**config.mk**
```make
export PLATFORM = sky130hd
export DESIGN_NAME = nibble_serial_adder
export DESIGN_NICKNAME = d
export VERILOG_FILES = /design/src/rtl/nibble_serial_adder.sv
export SDC_FILE = /design/constraint.sdc
export NUM_CORES = 1
export LEC_CHECK = 0
export CAP_MARGIN = 5
export CORE_AREA = 3 3 79 81
export CTS_BUF_LIST = sky130_fd_sc_hd__clkbuf_16
export DETAILED_ROUTE_END_ITERATION = 7
export DIE_AREA = 0 0 82 84
export PLACE_DENSITY = 0.82
export SYNTH_ARGS = -nofsm -noshare
export SYNTH_HDL_FRONTEND = slang
export SYNTH_SLANG_ARGS = --single-unit
```
**constraint.sdc**
```tcl
create_clock -name clk -period 1.9 [get_ports clk]
set_input_delay 0.38 -clock clk [delete_from_list [all_inputs] [get_ports clk]]
set_output_delay 0.38 -clock clk [all_outputs]
set_load 0.1 [all_outputs]
```
**src/rtl/nibble_serial_adder.sv**
```systemverilog
// Nibble-serial adder: one 4-bit adder is reused over WIDTH/4 cycles, and the carry is
// registered between nibbles. Operands arrive and the result leaves over valid/ready handshakes.

module adder_4bit (
  input  logic [3:0] a,
  input  logic [3:0] b,
  input  logic       cin,
  output logic [3:0] sum,
  output logic       cout
);

  logic [4:0] total;

  assign total = {1'b0, a} + {1'b0, b} + {4'b0000, cin};
  assign sum   = total[3:0];
  assign cout  = total[4];

endmodule

module nibble_serial_adder #(
  parameter int WIDTH = 16
) (
  input  logic             clk,
  input  logic             rst,
  input  logic             in_valid,
  output logic             in_ready,
  input  logic [WIDTH-1:0] op_a,
  input  logic [WIDTH-1:0] op_b,
  input  logic             cin_in,
  output logic             out_valid,
  input  logic             out_ready,
  output logic [WIDTH-1:0] sum_out,
  output logic             cout_out,
  output logic             busy
);

  localparam int NIB   = WIDTH / 4;
  localparam int IDX_W = $clog2(NIB);
  localparam logic [IDX_W-1:0] LAST_IDX = IDX_W'(NIB - 1);

  typedef enum logic [1:0] {
    IDLE = 2'd0,
    RUN  = 2'd1,
    DONE = 2'd2
  } state_t;

  state_t           state;
  state_t           state_nxt;
  logic [IDX_W-1:0] nib_idx;
  logic             carry_q;
  logic [WIDTH-1:0] a_sh;
  logic [WIDTH-1:0] b_sh;
  logic [WIDTH-1:0] sum_q;
  logic             cout_q;

  logic [3:0]       add_sum;
  logic             add_cout;

  adder_4bit u_adder (
    .a    (a_sh[3:0]),
    .b    (b_sh[3:0]),
    .cin  (carry_q),
    .sum  (add_sum),
    .cout (add_cout)
  );

  always_ff @(posedge clk) begin
    if (rst) begin
      state <= IDLE;
    end else begin
      state <= state_nxt;
    end
  end

  always_comb begin
    state_nxt = state;
    case (state)
      IDLE: if (in_valid)            state_nxt = RUN;
      RUN:  if (nib_idx == LAST_IDX) state_nxt = DONE;
      DONE: if (out_ready)           state_nxt = IDLE;
      default:                       state_nxt = IDLE;
    endcase
  end

  // Datapath: operands shift down so the adder always sees the active nibble in bits [3:0].
  always_ff @(posedge clk) begin
    if (rst) begin
      nib_idx <= '0;
      carry_q <= 1'b0;
      a_sh    <= '0;
      b_sh    <= '0;
      sum_q   <= '0;
      cout_q  <= 1'b0;
    end else begin
      case (state)
        IDLE: begin
          if (in_valid) begin
            a_sh    <= op_a;
            b_sh    <= op_b;
            carry_q <= cin_in;
            nib_idx <= '0;
            sum_q   <= '0;
          end
        end
        RUN: begin
          for (int i = 0; i < NIB; i++) begin
            if (nib_idx == IDX_W'(i)) begin
              sum_q[4*i +: 4] <= add_sum;
            end
          end
          carry_q <= add_cout;
          a_sh    <= a_sh >> 4;
          b_sh    <= b_sh >> 4;
          if (nib_idx == LAST_IDX) begin
            cout_q  <= add_cout;
            nib_idx <= '0;
          end else begin
            nib_idx <= nib_idx + 1'b1;
          end
        end
        default: ;
      endcase
    end
  end

  assign in_ready  = !rst && (state == IDLE);
  assign out_valid = (state == DONE);
  assign busy      = (state != IDLE);
  assign sum_out   = sum_q;
  assign cout_out  = cout_q;

endmodule

```
# After elaboration in Yosys (flattened, before gate mapping)
# Index checks and enable logic that the tools add are counted.
# W data, S select, Z words.
# classes
addsub	3
n_eq_ne	11
n_mux	19
reduce_logical	13
# op_table
op	n
$pmux W16 S2	3
$mux W16	3
$mux W4	4
$reduce_and A3 Y1	5
$mux W2	5
$ne A2 B2 Y1 const B	5
$eq A2 B2 Y1 const B	3
$pmux W2 S3	1
$add A4 B4 Y5	1
$add A5 B1 Y5	1
$eq A2 B1 Y1 const B	2
$logic_not A2 Y1	2
$pmux W2 S2	1
$reduce_and A2 Y1	2
$reduce_bool A2 Y1	2
$add A2 B1 Y2 const B	1
$ne A2 B1 Y1 const B	1
$pmux W1 S2	1
$logic_and A1 B1 Y1	1
$logic_not A1 Y1	1
$mux W1	1
# totals
regBits	54
input_bits	37
word_cells	56

# Depth between registers and ports, before layout
# Gate-level depths: netlist of the first run.
# depth
depth_word	4
mapped_depth	7
mapped_depth_nobuf	6

# By module
# A second synthesis of the first run with hierarchy kept.
# unflattened
cells_unflattened	273
hier_area_um2	2672.6
# modules_own_cells
mod	instances	cells_per_inst	area_each_um2	seq_area_each_um2
nibble_serial_adder	1	257	2528.7	1081.0
adder_4bit	1	16	143.9	0.0

# Least setup slack after synthesis of the first run
# Ideal clock, no wire load.
# synth_path
path_type	flip-flop to output port
start	register state[0]
end	output port in_ready
t_arrival_ps	2591
required_ps	1520
path_slack_ps	-1071
path_stages_with_launch	6
n_path_buf	2
cell_sequence	dfxtp_1 clkbuf_2 buf_4 nor2_1 inv_1 nor2_1
# synth_between
elab_chain_cells	2
# synth_rtl
item	line	rtl
from (decl)	47	state_t state;
from (signal assigned)	71	state <= state_nxt;
$logic_not A2 Y1	126	assign in_ready = !rst && (state == IDLE);
$logic_and A1 B1 Y1	126	
to (decl)	26	output logic in_ready,
# No other way between the ends.

# Final worst setup path of the first run
# layout_path
start	register carry_q
end	register carry_q
# layout_between
elab_chain_cells	2
# layout_rtl
item	line	rtl
from (decl)	50	logic carry_q;
from (signal assigned)	100	carry_q <= cin_in;
from (signal assigned)	111	carry_q <= add_cout;
$add A5 B1 Y5	14	assign total = {1'b0, a} + {1'b0, b} + {4'b0000, cin};
$pmux W1 S2	95	case (state)
# No other way between the ends.
# A chain may end at the register's enable or synchronous reset.

==> results of run 1 <==
-- state kept, by name (all words and copies together) (netlist names) --
| name | count |
|---|---|
| nib_idx | 2 |
| state | 2 |
| b_sh | 16 |
| carry_q | 1 |
| cout_out | 1 |
| sum_out | 16 |
| a_sh | 16 |
-- where the power goes --
part	switching [mW]	internal [mW]
clock network	0.390	0.750
registers	0.0544	1.21
logic	0.358	0.251
total	0.803	2.21
-- final timing paths --
kind                                              to            startpoint  slack [ns]
worst min register to register  a_sh[1]$_SDFFE_PP0P_  a_sh[5]$_SDFFE_PP0P_        0.47
worst max register to register  carry_q$_SDFFE_PP0P_  carry_q$_SDFFE_PP0P_        0.08
worst max-delay path            carry_q$_SDFFE_PP0P_  carry_q$_SDFFE_PP0P_        0.08
worst min-delay path            a_sh[1]$_SDFFE_PP0P_  a_sh[5]$_SDFFE_PP0P_        0.47
-- worst max-delay path: stages (launching register included) --
cell,delay (ns)
dfxtp_1,0.33
fa_1,0.47
fa_2,0.37
a21o_1,0.18
a21oi_2,0.15
and2_1,0.15
nor4_1,0.05
-- final cells by class --
| class | instances | area (um^2) |
|---|---|---|
| Fill cell | 486 | 2230 |
| Multi-Input combinational cell | 205 | 1270 |
| Sequential cell | 54 | 1080 |
| Timing Repair Buffer | 69 | 653 |
| Clock buffer | 5 | 125 |
| Tap cell | 72 | 90.1 |
| Clock inverter | 3 | 63.8 |
| Inverter | 8 | 30.0 |
-- routing by layer --
layer	track usage, %	vias up	routed length (um)
met5	0	-	0
met4	8.46	0	165
met3	3.56	12	311
met2	27.1	62	2850
met1	22.9	1021	2500
li1	-	1104	-
-- per-stage QoR --
| stage | hold WS, ns | area (um^2) | util (%) | TNS, ns | instances |
|---|---|---|---|---|---|
| after floorplan | 0.454 | 2480 | - | -0.318 | 290 |
| after global placement | 0.462 | 3110 | 56.1 | 0 | 408 |
| after detailed placement | 0.467 | 3110 | 56.1 | -0.00578 | 408 |
| after CTS | 0.477 | 3300 | 59.6 | 0 | 416 |
| after global routing | 0.502 | 3310 | 59.8 | 0 | 416 |
| final | 0.475 | 3310 | 59.8 | 0 | 416 |
-- kinds of logic (layout without fill, tap and decap cells) --
family / Yosys count / count (layout) / synth area share [%]
xor gates and xnor gates: 2 / 2 / 0.710
muxes: 12 / 12 / 4.87
adders and majority gates: 9 / 9 / 5.17
DFF: 54 / 54 / 43.8
buffers and inverters: 31 / 85 / 5.88
and+or+nand+nor: 127 / 127 / 22.0
AOI/OAI and AO/OA: 55 / 55 / 17.6
-- layout by cell type, fill, tap and decap left out, drive strengths merged, types with 2 or more instances in the layout --
| master | n |
|---|---|
| mux2i | 12 |
| nand3b | 4 |
| and2 | 3 |
| nor2b | 8 |
| a32oi | 3 |
| clkdlybuf4s50 | 35 |
| nor3 | 2 |
| a21o | 2 |
| nand2b | 3 |
| fa | 2 |
| buf | 34 |
| a311oi | 25 |
| dfxtp | 54 |
| a21oi | 13 |
| bufinv | 2 |
| a2bb2oi | 5 |
| ha | 7 |
| a22oi | 2 |
| nor2 | 53 |
| inv | 8 |
| o32ai | 4 |
| nand2 | 52 |
| clkbuf | 5 |
==> impl_metrics.toml, run 1 <==
[cts]
cts.clk_slew.worst_paths_ns = 0.06
numClockSinks = 54
clk_latency_ns = 0.29
post_cts_resized = 2
root_buffer = "clkbuf_16"
ctsLongestPathBuffers = 2
cts_setup_buffers = 0
ctsHoldBuffers = 0
htreeDepth = 2
tritoncts = "done"
cts_buffers = 5

[route]
post_drt_wl_per_cell_um = 14.0
drc = 0
via_per_inst = 5.29
ant_nets = 0
vias = 2199
firstDrtPassIters = 5
drt-initial-drc-count = 182
drt-total-wl_mm = 5.83

[pwr]
peakVddDrop_uv = 568
finalPower_mw = 3.01
p_leak_nw = 1.37
power_density_nw_per_um2 = 910

[synthesis]
syn_area_um2 = 2470
synth_seq_cells = 54
yosysUniqueCellTypes = 30
ys_async_sr_fraction_pct = 0
synth.most_common_cell = "dfxtp_1"
yosysTopAreaCell = "dfxtp_1"
netlist_instances = 290
syn_nets = 336
syn_area_per_cell_um2 = 8.51
synth_edf_count = 0
yosys-top-cells-area = "dfxtp_1, a311oi_1, nor2_1, nand2_1, mux2i_1"
synth_ff_type = "dfxtp_1"
synth_top_area_share_pct = 43.8
synth.top_cells.by_count = "dfxtp_1, nor2_1, nand2_1"
yosys_warnings = 0
synth-seq-area-share_pct = 43.8

[place]
dpl_worst_slack_ns = -0.00578
io_buffers = 56
dpl.hpwl_mm = 4.11
globalplace.congestion = 0.773

[global_routing]
grt_pass1_wl_mm = 9.46
grtUsageTotal_pct = 17.5
grt_pass1_vias = 2027
antenna_found_initial = 0
grt_max_degree = 46
grt_overflow_total = 0

[setup_path]
r2r.worst_path.cells = 6
worst-path-max-fanout = 2
cp-start-kind = "flip-flop"
crit_required_ns = 2.06
cp.arrival_ns = 1.98
worstSetupPathType = "flip-flop to flip-flop"
end_kind = "flip-flop"

[worst_hold_path]
min_path_cells = 2
hp-class = "flip-flop to flip-flop"

[die]
io_pins = 57
die_area_um2 = 6890
initial_utilization_pct = 44.5
rows = 27
fp.dieW_um = 82
fp.dieH_um = 84
coreArea_um2 = 5540

[timing]
rsz0062_at_grt = "no"
slew_headroom_pct = 68.7
fin_worst_skew_ns = 0.00363
worstMarginPinSlew_ns = 0.469
min_period_ns = 1.82
finalHoldViolCount = 0
clock.fmax_ghz = 0.549
setup_ws_ns = 0.0786
post-route-period-util_pct = 95.9
finalSetupViolCount = 0
slew_violations = 0

[layout]
area_growth_pct = 34.2
num-nets-final = 389
layout-drive-gt1-share_pct = 15.4
num_antenna_cells = 0

[run_status]
status = "finished clean"

[job]
maxCapViolations = 0
(Power assumes the default switching activity.)
==> inputs of run 2 (changes only) <==
--- a/config.mk
+++ b/config.mk
@@ -10,7 +10,7 @@
 export CTS_BUF_LIST = sky130_fd_sc_hd__clkbuf_16
 export DETAILED_ROUTE_END_ITERATION = 7
 export DIE_AREA = 0 0 82 84
-export PLACE_DENSITY = 0.82
+export PLACE_DENSITY = 0.84
 export SYNTH_ARGS = -nofsm -noshare
 export SYNTH_HDL_FRONTEND = slang
 export SYNTH_SLANG_ARGS = --single-unit
==> constraint.sdc (replaced) <==
create_clock -name clk -period 1.54 [get_ports clk]
set_input_delay 0.308 -clock clk [delete_from_list [all_inputs] [get_ports clk]]
set_output_delay 0.308 -clock clk [all_outputs]
set_load 0.1 [all_outputs]
==> impl_metrics.toml, run 2 (synthesis results as in run 1) <==
[run_status]
status = "complete, but fails checks"
failed_checks = "negative setup slack"

[setup_path]
reg2reg_from = "b_sh[0]$_SDFFE_PP0P_"
rrSetupSlack_ns = -0.21
r2r.worst_path.cells = 7
r2r_end = "sum_out[15]$_SDFFE_PP0P_"
cp.arrival_ns = 1.92
crit_start = "b_sh[0]$_SDFFE_PP0P_"
endpoint = "sum_out[15]$_SDFFE_PP0P_"
crit_required_ns = 1.70
cp-start-kind = "flip-flop"
end_kind = "flip-flop"
worstSetupPathType = "flip-flop to flip-flop"
worst-path-max-fanout = 4

[timing]
slew_headroom_pct = 77.6
finalSetupViolCount = 14
setup_tns_ns = -2.09
post-route-period-util_pct = 114
fin_worst_skew_ns = 0.00695
finalHoldViolCount = 0
worstMarginPinSlew_ns = 0.336
setup_ws_ns = -0.211
min_period_ns = 1.75
rsz0062_at_grt = "yes"
clock.fmax_ghz = 0.571
slew_violations = 0

[place]
dpl.hpwl_mm = 4.67
globalplace.congestion = 0.850
dp_cells = 420
io_buffers = 56
placed_area_um2 = 3440

[pwr]
power.share.switching_pct = 27.2
internal_power_mw = 2.85
comb_power_share_pct = 24.0
clockPowerShare_pct = 36.1
peakVddDrop_uv = 770
finalPower_mw = 3.91
switching_power_mw = 1.06
p_leak_nw = 1.55
seqPwrFrac_pct = 40.0
power_density_nw_per_um2 = 1040

[route]
drt-initial-drc-count = 161
vias = 2420
via_per_inst = 5.55
firstDrtPassIters = 5
drc = 0
post_drt_wl_per_cell_um = 16.3
drt-total-wl_mm = 7.10
ant_nets = 0

[cts]
cts.clk_slew.worst_paths_ns = 0.07
ctsLongestPathBuffers = 2
tritoncts = "done"
root_buffer = "clkbuf_16"
numClockSinks = 54
htreeDepth = 2
cts_buffers = 5
clk_latency_ns = 0.29
ctsHoldBuffers = 0

[die]
initial_utilization_pct = 44.5
io_pins = 57
fp.dieW_um = 82
die_area_um2 = 6890
fp.dieH_um = 84
rows = 27
coreArea_um2 = 5540

[worst_hold_path]
hp-class = "input pin to flip-flop"

[layout]
layout_common_cells = "nand2_1, dfxtp_1, nor2_1"
num_antenna_cells = 0
layout-drive-gt1-share_pct = 22.8
fin_cells = 436
area_growth_pct = 52.9
num-nets-final = 409
stdcell_area_um2 = 3770
final_common_cell = "nand2_1"
fin_util_pct = 68.1

[global_routing]
grt_overflow_total = 0
grt_pass1_vias = 2338
grtUsageTotal_pct = 19.9
antenna_found_initial = 0
grt_max_degree = 48
grt_pass1_wl_mm = 10.8

[job]
maxCapViolations = 0
[run 2: final cells by class]
class / count / area, um^2
fillers: 398 / 1770
clock inverters: 3 / 63.8
multi-input cells: 205 / 1310
inverters: 8 / 33.8
clock buffers: 5 / 125
flip-flops and latches: 54 / 1090
repair buffers: 89 / 1060
well taps: 72 / 90.1
[run 2: how the worst min path moves through the flow]
stage                               from                  endpoint  slack (ns)  depth (start not counted)
CTS                                  rst   nib_idx[0]$_SDFFE_PP0P_        0.38                          2
global route                         rst  sum_out[13]$_SDFFE_PP0P_        0.42                          2
detailed placement  a_sh[6]$_SDFFE_PP0P_      a_sh[2]$_SDFFE_PP0P_        0.47                          2
finish                               rst  sum_out[13]$_SDFFE_PP0P_        0.38                          2
floorplan           b_sh[4]$_SDFFE_PP0P_      b_sh[0]$_SDFFE_PP0P_        0.45                          2
global placement    a_sh[6]$_SDFFE_PP0P_      a_sh[2]$_SDFFE_PP0P_        0.46                          2
[run 2: routing by layer]
| layer | wire length, um | share of wire (%) | vias to the layer above | global-route usage [%] |
|---|---|---|---|---|
| met5 | 0 | 0 | - | 0 |
| met4 | 286 | 4.0 | 0 | 10.1 |
| met3 | 327 | 4.6 | 30 | 3.24 |
| met2 | 3600 | 51 | 93 | 32.7 |
| met1 | 2890 | 41 | 1148 | 24.4 |
| li1 | - | - | 1149 | - |
[run 2: power by group through the flow]
| stage | Clock [mW] | Sequential (mW) | Combinational, mW |
|---|---|---|---|
| CTS | 1.43 | 1.56 | 0.874 |
| finish | 1.41 | 1.56 | 0.937 |
| floorplan | 0 | 1.69 | 0.419 |
| global placement | 0 | 1.59 | 0.818 |
| detailed placement | 0 | 1.60 | 0.842 |
| global route | 1.49 | 1.57 | 1.00 |
[run 2: critical path, cell delays in order, from the launching register on]
cell     delay (ns)
dfxtp_2        0.33
fa_2           0.40
buf_4          0.14
a21o_1         0.19
a21oi_2        0.16
xor2_1         0.17
buf_4          0.16
o32ai_1        0.08
[run 2: repair_timing]
action	CTS	global route
endpoints found under the hold margin	0	0
resized for setup	7	6
setup endpoints to repair	35	30
pin swaps	4	5
setup buffers	3	3
gates cloned	0	2
[run 2: per-stage QoR]
step / setup WS (ns) / hold WS [ns]
after floorplan: -0.593 / 0.448
after CTS: -0.200 / 0.382
after detailed placement: -0.287 / 0.469
final: -0.211 / 0.383
after global routing: -0.284 / 0.420
after global placement: -0.318 / 0.461
